===== src/rtl/mem_access.sv =====
// mem_access: RV32I memory stage, byte-serial access over an 8-bit bus.
// Optional MEM_MISALIGN_CHECK_EN drops misaligned half/word requests.
module mem_access (
  input  logic        clk,
  input  logic        rst_n,
  input  logic [4:0]  e_i,
  input  logic [31:0] addr_i,
  input  logic [31:0] wdata_i,
  input  logic [4:0]  wa_i,
  input  logic        we_i,
  output logic [4:0]  wa_o,
  output logic        we_o,
  output logic [31:0] wn_o,
  output logic        stall_o,
  output logic [31:0] mem_a,
  output logic [7:0]  mem_dout,
  input  logic [7:0]  mem_din,
  output logic        mem_wr,
  output logic        misalign_o
);

  typedef enum logic [2:0] {
    IDLE, RD, RWAIT, WR, DONE
  } state_t;

  state_t state, nxt;

  logic [1:0]  len;
  logic        zx;
  logic [31:0] addr;
  logic [31:0] wdata;
  logic [4:0]  wa;
  logic        we;
  logic [1:0]  cnt;
  logic [23:0] lbuf;
  logic [1:0]  len_i;
  logic        bad;
  logic        sgn;
  logic [31:0] res;

  // length code 2 is illegal and behaves as a word
  assign len_i = (e_i[3:2] == 2'd2) ? 2'd3 : e_i[3:2];

`ifdef MEM_MISALIGN_CHECK_EN
  assign bad = ((len_i == 2'd1) && addr_i[0]) ||
               ((len_i == 2'd3) && (addr_i[1:0] != 2'd0));
`else
  assign bad = 1'b0;
  assign misalign_o = 1'b0;
`endif

  always_ff @(posedge clk or negedge rst_n) begin
    if (!rst_n) state <= IDLE;
    else        state <= nxt;
  end

  always_comb begin
    nxt = state;
    unique case (state)
      IDLE: begin
        if (e_i[4]) begin
          unique case (1'b1)
            bad:     nxt = DONE;
            e_i[1]:  nxt = WR;
            default: nxt = RD;
          endcase
        end
      end
      RD:    if (cnt == len) nxt = RWAIT;
      RWAIT: nxt = DONE;
      WR:    if (cnt == len) nxt = DONE;
      DONE:  nxt = IDLE;
      default: nxt = IDLE;
    endcase
  end

  always_comb begin
    sgn = ~zx & mem_din[7];
    unique case (len)
      2'd0:    res = {{24{sgn}}, mem_din};
      2'd1:    res = {{16{sgn}}, mem_din, lbuf[7:0]};
      default: res = {mem_din, lbuf};
    endcase
  end

  always_ff @(posedge clk or negedge rst_n) begin
    if (!rst_n) begin
      len   <= 2'd0;
      zx    <= 1'b0;
      addr  <= 32'd0;
      wdata <= 32'd0;
      wa    <= 5'd0;
      we    <= 1'b0;
      cnt   <= 2'd0;
      lbuf  <= 24'd0;
      wa_o  <= 5'd0;
      we_o  <= 1'b0;
      wn_o  <= 32'd0;
`ifdef MEM_MISALIGN_CHECK_EN
      misalign_o <= 1'b0;
`endif
    end else begin
`ifdef MEM_MISALIGN_CHECK_EN
      misalign_o <= 1'b0;
`endif
      unique case (state)
        IDLE: begin
          if (e_i[4]) begin
            len   <= len_i;
            zx    <= e_i[0];
            addr  <= addr_i;
            wdata <= wdata_i;
            wa    <= wa_i;
            we    <= we_i;
            cnt   <= 2'd0;
            if (bad) begin
              we_o <= 1'b0;
`ifdef MEM_MISALIGN_CHECK_EN
              misalign_o <= 1'b1;
`endif
            end
          end else begin
            wa_o <= wa_i;
            we_o <= we_i;
            wn_o <= addr_i;
          end
        end
        RD: begin
          // byte addressed last cycle arrives now
          unique case (cnt)
            2'd1:    lbuf[7:0]   <= mem_din;
            2'd2:    lbuf[15:8]  <= mem_din;
            2'd3:    lbuf[23:16] <= mem_din;
            default: ;
          endcase
          cnt <= cnt + 2'd1;
        end
        RWAIT: begin
          wn_o <= res;
          wa_o <= wa;
          we_o <= we;
        end
        WR: begin
          cnt <= cnt + 2'd1;
          if (cnt == len) begin
            wn_o <= addr;
            wa_o <= wa;
            we_o <= 1'b0;
          end
        end
        default: ;
      endcase
    end
  end

  always_comb begin
    mem_a    = 32'd0;
    mem_dout = 8'd0;
    mem_wr   = 1'b0;
    unique case (state)
      RD: mem_a = addr + {30'd0, cnt};
      WR: begin
        mem_a  = addr + {30'd0, cnt};
        mem_wr = 1'b1;
        unique case (cnt)
          2'd0:    mem_dout = wdata[7:0];
          2'd1:    mem_dout = wdata[15:8];
          2'd2:    mem_dout = wdata[23:16];
          default: mem_dout = wdata[31:24];
        endcase
      end
      default: ;
    endcase
    stall_o = rst_n &
      (((state != IDLE) && (state != DONE)) ||
       ((state == IDLE) && e_i[4]));
  end

endmodule


===== config.mk =====
export PLATFORM = sky130hd
export DESIGN_NAME = mem_access
export DESIGN_NICKNAME = d
export VERILOG_FILES = /design/src/rtl/mem_access.sv
export SDC_FILE = /design/constraint.sdc
export NUM_CORES = 1
export LEC_CHECK = 0
export ABC_AREA = 1
export CELL_PAD_IN_SITES_DETAIL_PLACEMENT = 1
export CELL_PAD_IN_SITES_GLOBAL_PLACEMENT = 2
export CORE_ASPECT_RATIO = 2
export CORE_MARGIN = 4
export CORE_UTILIZATION = 31
export CTS_BUF_LIST = sky130_fd_sc_hd__clkbuf_4
export CTS_CLUSTER_DIAMETER = 60
export CTS_CLUSTER_SIZE = 25
export DETAILED_ROUTE_END_ITERATION = 8
export PLACE_DENSITY_LB_ADDON = 0.25
export SYNTH_ARGS = -nofsm -noshare
export SYNTH_HDL_FRONTEND = slang
export SYNTH_SLANG_ARGS = --single-unit

===== constraint.sdc =====
create_clock -name clk -period 4.5 [get_ports clk]
set_clock_uncertainty 0.15 [all_clocks]
set_input_delay 0.9 -clock clk [delete_from_list [all_inputs] [get_ports clk]]
set_output_delay 0.9 -clock clk [all_outputs]
set_load 0.03 [all_outputs]

# Word-level counts from Yosys, hierarchy flattened
# Cells that the tools add are included.
[word_totals]
ff_bits = 140
latchBits = 0
ramBits = 0
romBits = 0
inputBits = 85
memories = 0
[op_classes]
n_addsub = 2
multipliers = 0
n_div = 0
magnitude_cmp = 0
n_eq_ne = 14
shifts = 0
muxes = 22
n_bitwise = 3
reduce_logical = 17
[ops]
columns = ["cell", "count"]
rows = [
  ["$mux W32", 3],
  ["$pmux W32 S3", 1],
  ["$pmux W32 S2", 1],
  ["$add A32 B2 Y32", 1],
  ["$pmux W8 S3", 1],
  ["$pmux W5 S3", 1],
  ["$pmux W3 S4", 1],
  ["$mux W5", 2],
  ["$reduce_and A2 Y1", 5],
  ["$mux W3", 3],
  ["$mux W8", 1],
  ["$ne A2 B2 Y1 const B", 4],
  ["$eq A2 B2 Y1 const B", 3],
  ["$eq A3 B2 Y1 const B", 2],
  ["$mux W2", 3],
  ["$reduce_and A3 Y1", 2],
  ["$reduce_bool A3 Y1", 2],
  ["$eq A2 B1 Y1 const B", 2],
  ["$logic_not A2 Y1", 2],
  ["$pmux W2 S2", 1],
  ["$eq A3 B1 Y1 const B", 1],
  ["$logic_not A3 Y1", 1],
  ["$mux W1", 3],
  ["$ne A3 B3 Y1 const B", 1],
  ["9 further kinds", 11],
]

# Depth between registers and ports, before layout
[depth]
word_depth = 4
depth_mapped = 10
mapped_depth_nobuf = 10

# Worst setup path after synthesis
# OpenSTA, ideal clock, no wires.
[synth_timing]
path_kind = "register -> output"
start = "register cnt[0]"
end = "output port mem_a[12]"
t_arrival_ns = 2.175
required_time_ns = 3.450
slack_ns = 1.275
stages_incl_launch_ff = 9
n_path_buf = 0
path_cell_list = "dfrtp_1 > ha_1 > inv_1 > fa_1 > nor2_1 > nand2_1 > nor2_1 > o21ai_0 > a21oi_1"
[synth_via]
elab_chain_cells = 2
[synth_rtl]
columns = ["item", "line_no", "source"]
rows = [
  ["start, declared", "34", "logic [1:0] cnt;"],
  ["start signal, assigned", "136", "cnt <= cnt + 2'd1;"],
  ["start signal, assigned", "144", "cnt <= cnt + 2'd1;"],
  ["$add A32 B2 Y32", "161, 163", ""],
  ["$mux W32", "n/a", ""],
  ["end, declared", "15", "output logic [31:0] mem_a,"],
]
# Every way passes these cells.

# Worst setup path after layout
[layout_timing]
start = "register cnt[0]"
end = "output port mem_a[22]"
# Same word-level chain as after synthesis.

==> impl_results.md <==
- Status: completed
- DPL Wire Length: 24.1 mm
- Deepest clock path buffer count: 2
- Period utilisation layout: 0.936
- Netlist Area Pre-Place: 7510 µm²
- Peak VDD IR: 0.000399 V
- Worst Hold Depth: 2
- P&R area growth vs syn: 29.3%
- Crit Path Category: flop to primary output
- Final Hold Viols: 0
- Synth Register Bits: 140
- Syn Nets: 1169
- Worst-path clk slew: 120 ps
- GR Util All Layers: 0.230
- Fin. max-slew vios: 0
- CTS Sinks: 140
- Routed len/inst: around 20 µm
- Setup TNS Final: 0 ps
- First-pass GRT wire length: 46.7 mm
- Avg Vias per Cell: 4.93
- Pre-Repair DR Iteration Count: 4
- Die Wd: 118 µm
- I/O pin count: about 170
- Die area: 26900 µm²
- Commonest non-fill, non-tap cell in the layout: nand2_1
- Drc violations: 0
- GRT Residual Overflow: 0
- Nets: around 1300
- Largest net degree at the start of global routing: 62
- RSZ-0062 raised after global routing: no
- Die Ht: between 200 and 250 µm
- Yosys Warn Count: 0
- # H-tree levels: 4
- Layout cell share with drive strength beyond 1: 0.0444
- Row count: 80
- Worst Hold Class: flop to flop
- Setup Buffers After CTS: 0
- Critical Path Fanout Max: 6
- Nature of the critical path endpoint: primary output
- Sequential fraction of the synthesis area: 0.466
- Number of CTS-inserted buffers: 17
- Synth area leaders: dfrtp_1, nand2_1, o21ai_0, nor2_1, nand3_1
- Final setup vio count: 0
- Placer Congestion: approximately 0.86
- Syn avg cell area: 6.98 µm²
- Core Region: ~24000 µm²
- Via count: 7522
- R2R depth: 9
- CTS tree: yes
- Clock latency on the worst-skew pair: 600 ps
- Max Freq: 0.238 GHz
- Top cell type's share of synthesized area: 0.466
- Hold_ws: 331 ps
- Least-Margin Pin Slew: just over 1000 ps
- Pleak: 0.00461 µW
- Drt first-iter violations: 332
- Total Wirelength: 30.6 mm
- Antenna-violating nets left: 0
- MaxCap Viol Count: 0
- Yosys cell types: 27
- Starting density of the core: 0.315
- Required time of the critical path: 3450 ps
- Tmin final: 4210 ps
- Setup crit start kind: flop
- Port Buffers: 164
- Pwr dens: 718 nW/µm²
- Largest area contributor in the netlist: dfrtp_1
- Clk Tree Root Cell: clkbuf_4
- Antenna violations before repair: 2
- Vias in the first global route: 8046
- CP Data Arrival Time: 3160 ps
- Commonest non-fill, non-tap cells in the layout: nand2_1, clkdlybuf4s50_1, dfrtp_1, o21ai_0, nor2_1
- Slew margin rel.: 0.316
- Syn Inst Count: about 1100
-- cells by family after synthesis --
kind of cell,synth area share
fa+ha+maj,0.0143
simple gates,0.347
flops,0.466
compound gates,0.105
buf+inv,0.0618
other cells,0.000499
xor+xnor,0.00467
-- where the power goes --
part | internal [µW] | switching (µW) | total [µW]
logic | 1250 | 2420 | 3670
clock network | 334 | 502 | 836
registers | 1870 | 601 | 2470
-- critical path, stage by stage (launching register included) --
cell	delay, ps
dfrtp_1	470
ha_1	210
inv_1	60
fa_1	440
inv_1	90
nand2_1	110
nor2_4	230
nand2_1	100
nand2_1	70
nand2_1	50
nor2_1	80
clkdlybuf4s50_1	670
-- flip-flops by register name, summed over array words and instances (netlist names) --
register  cells
state         3
wdata        32
lbuf         24
wa            5
wn_o         32
wa_o          5
zx            1
addr         32
len           2
we_o          1
we            1
cnt           2
-- area by class of cell --
class	instances	area, µm²
Sequential cell	140	3500
Timing Repair Buffer	180	1780
Multi-Input combinational cell	825	3570
Fill cell	3015	14100
Antenna cell	2	5.00
Clock buffer	19	143
Tap cell	287	359
Clock inverter	13	125
Inverter	61	229
-- through the flow --
step | power, µW | instance area (µm²) | utilization | worst slack [ps] | instances
detailed placement | 6230 | 9410 | 0.395 | 622 | 1492
floorplan | 4570 | 7510 | - | 1270 | 1076
global route | 7530 | 9710 | 0.408 | 20.1 | 1527
global placement | 6170 | 9410 | 0.395 | 681 | 1492
finish | 6980 | 9710 | 0.408 | 290 | 1527
CTS | 7100 | 9690 | 0.407 | 78.1 | 1525
-- cell usage after synthesis --
| cell type | n |
|---|---|
| a21oi_1 | 21 |
| a31oi_1 | 10 |
| buf_1 | 9 |
| buf_2 | 17 |
| buf_4 | 7 |
| clkbuf_1 | 17 |
| conb_1 | 1 |
| dfrtp_1 | 140 |
| fa_1 | 1 |
| ha_1 | 7 |
| inv_1 | 58 |
| inv_2 | 3 |
| nand2_1 | 525 |
| nand2_2 | 1 |
| nand2b_1 | 1 |
| nand3_1 | 57 |
| nor2_1 | 81 |
| nor2_2 | 1 |
| nor2_4 | 1 |
| nor3_1 | 1 |
| nor3_2 | 1 |
| o211ai_1 | 24 |
| o21ai_0 | 86 |
| o21ai_1 | 1 |
| o31a_1 | 1 |
| xnor2_1 | 2 |
| xor2_1 | 2 |
-- metal layers --
layer / wire length, µm / track usage / share of wire / up-vias
met4: 1560 / 0.125 / 0.051 / 0
met3: 1220 / 0.0466 / 0.040 / 53
met1: 10700 / 0.221 / 0.35 / 3576
met5: 0 / 0 / 0 / -
li1: - / - / - / 3691
met2: 17200 / 0.448 / 0.56 / 202
-- final timing paths --
path,start,to,slack (ps)
hold / removal,wn_o[19],wn_o[19],330
max in group asynchronous,rst_n,state[1],1830
min in group asynchronous,rst_n,addr[13],560
setup reg to reg,state[2],wn_o[1],1800
setup / recovery,cnt[0],mem_a[22],290
hold reg to reg,wn_o[19],wn_o[19],330
-- repair_timing --
item | CTS | global route
setup endpoints to repair | 3 | 6
endpoints found under the hold margin | 29 | 0
gates resized for setup | 1 | 5
hold buffers | 1 | 0
cloned | 0 | 0
Power figures use the tool's default switching activity.
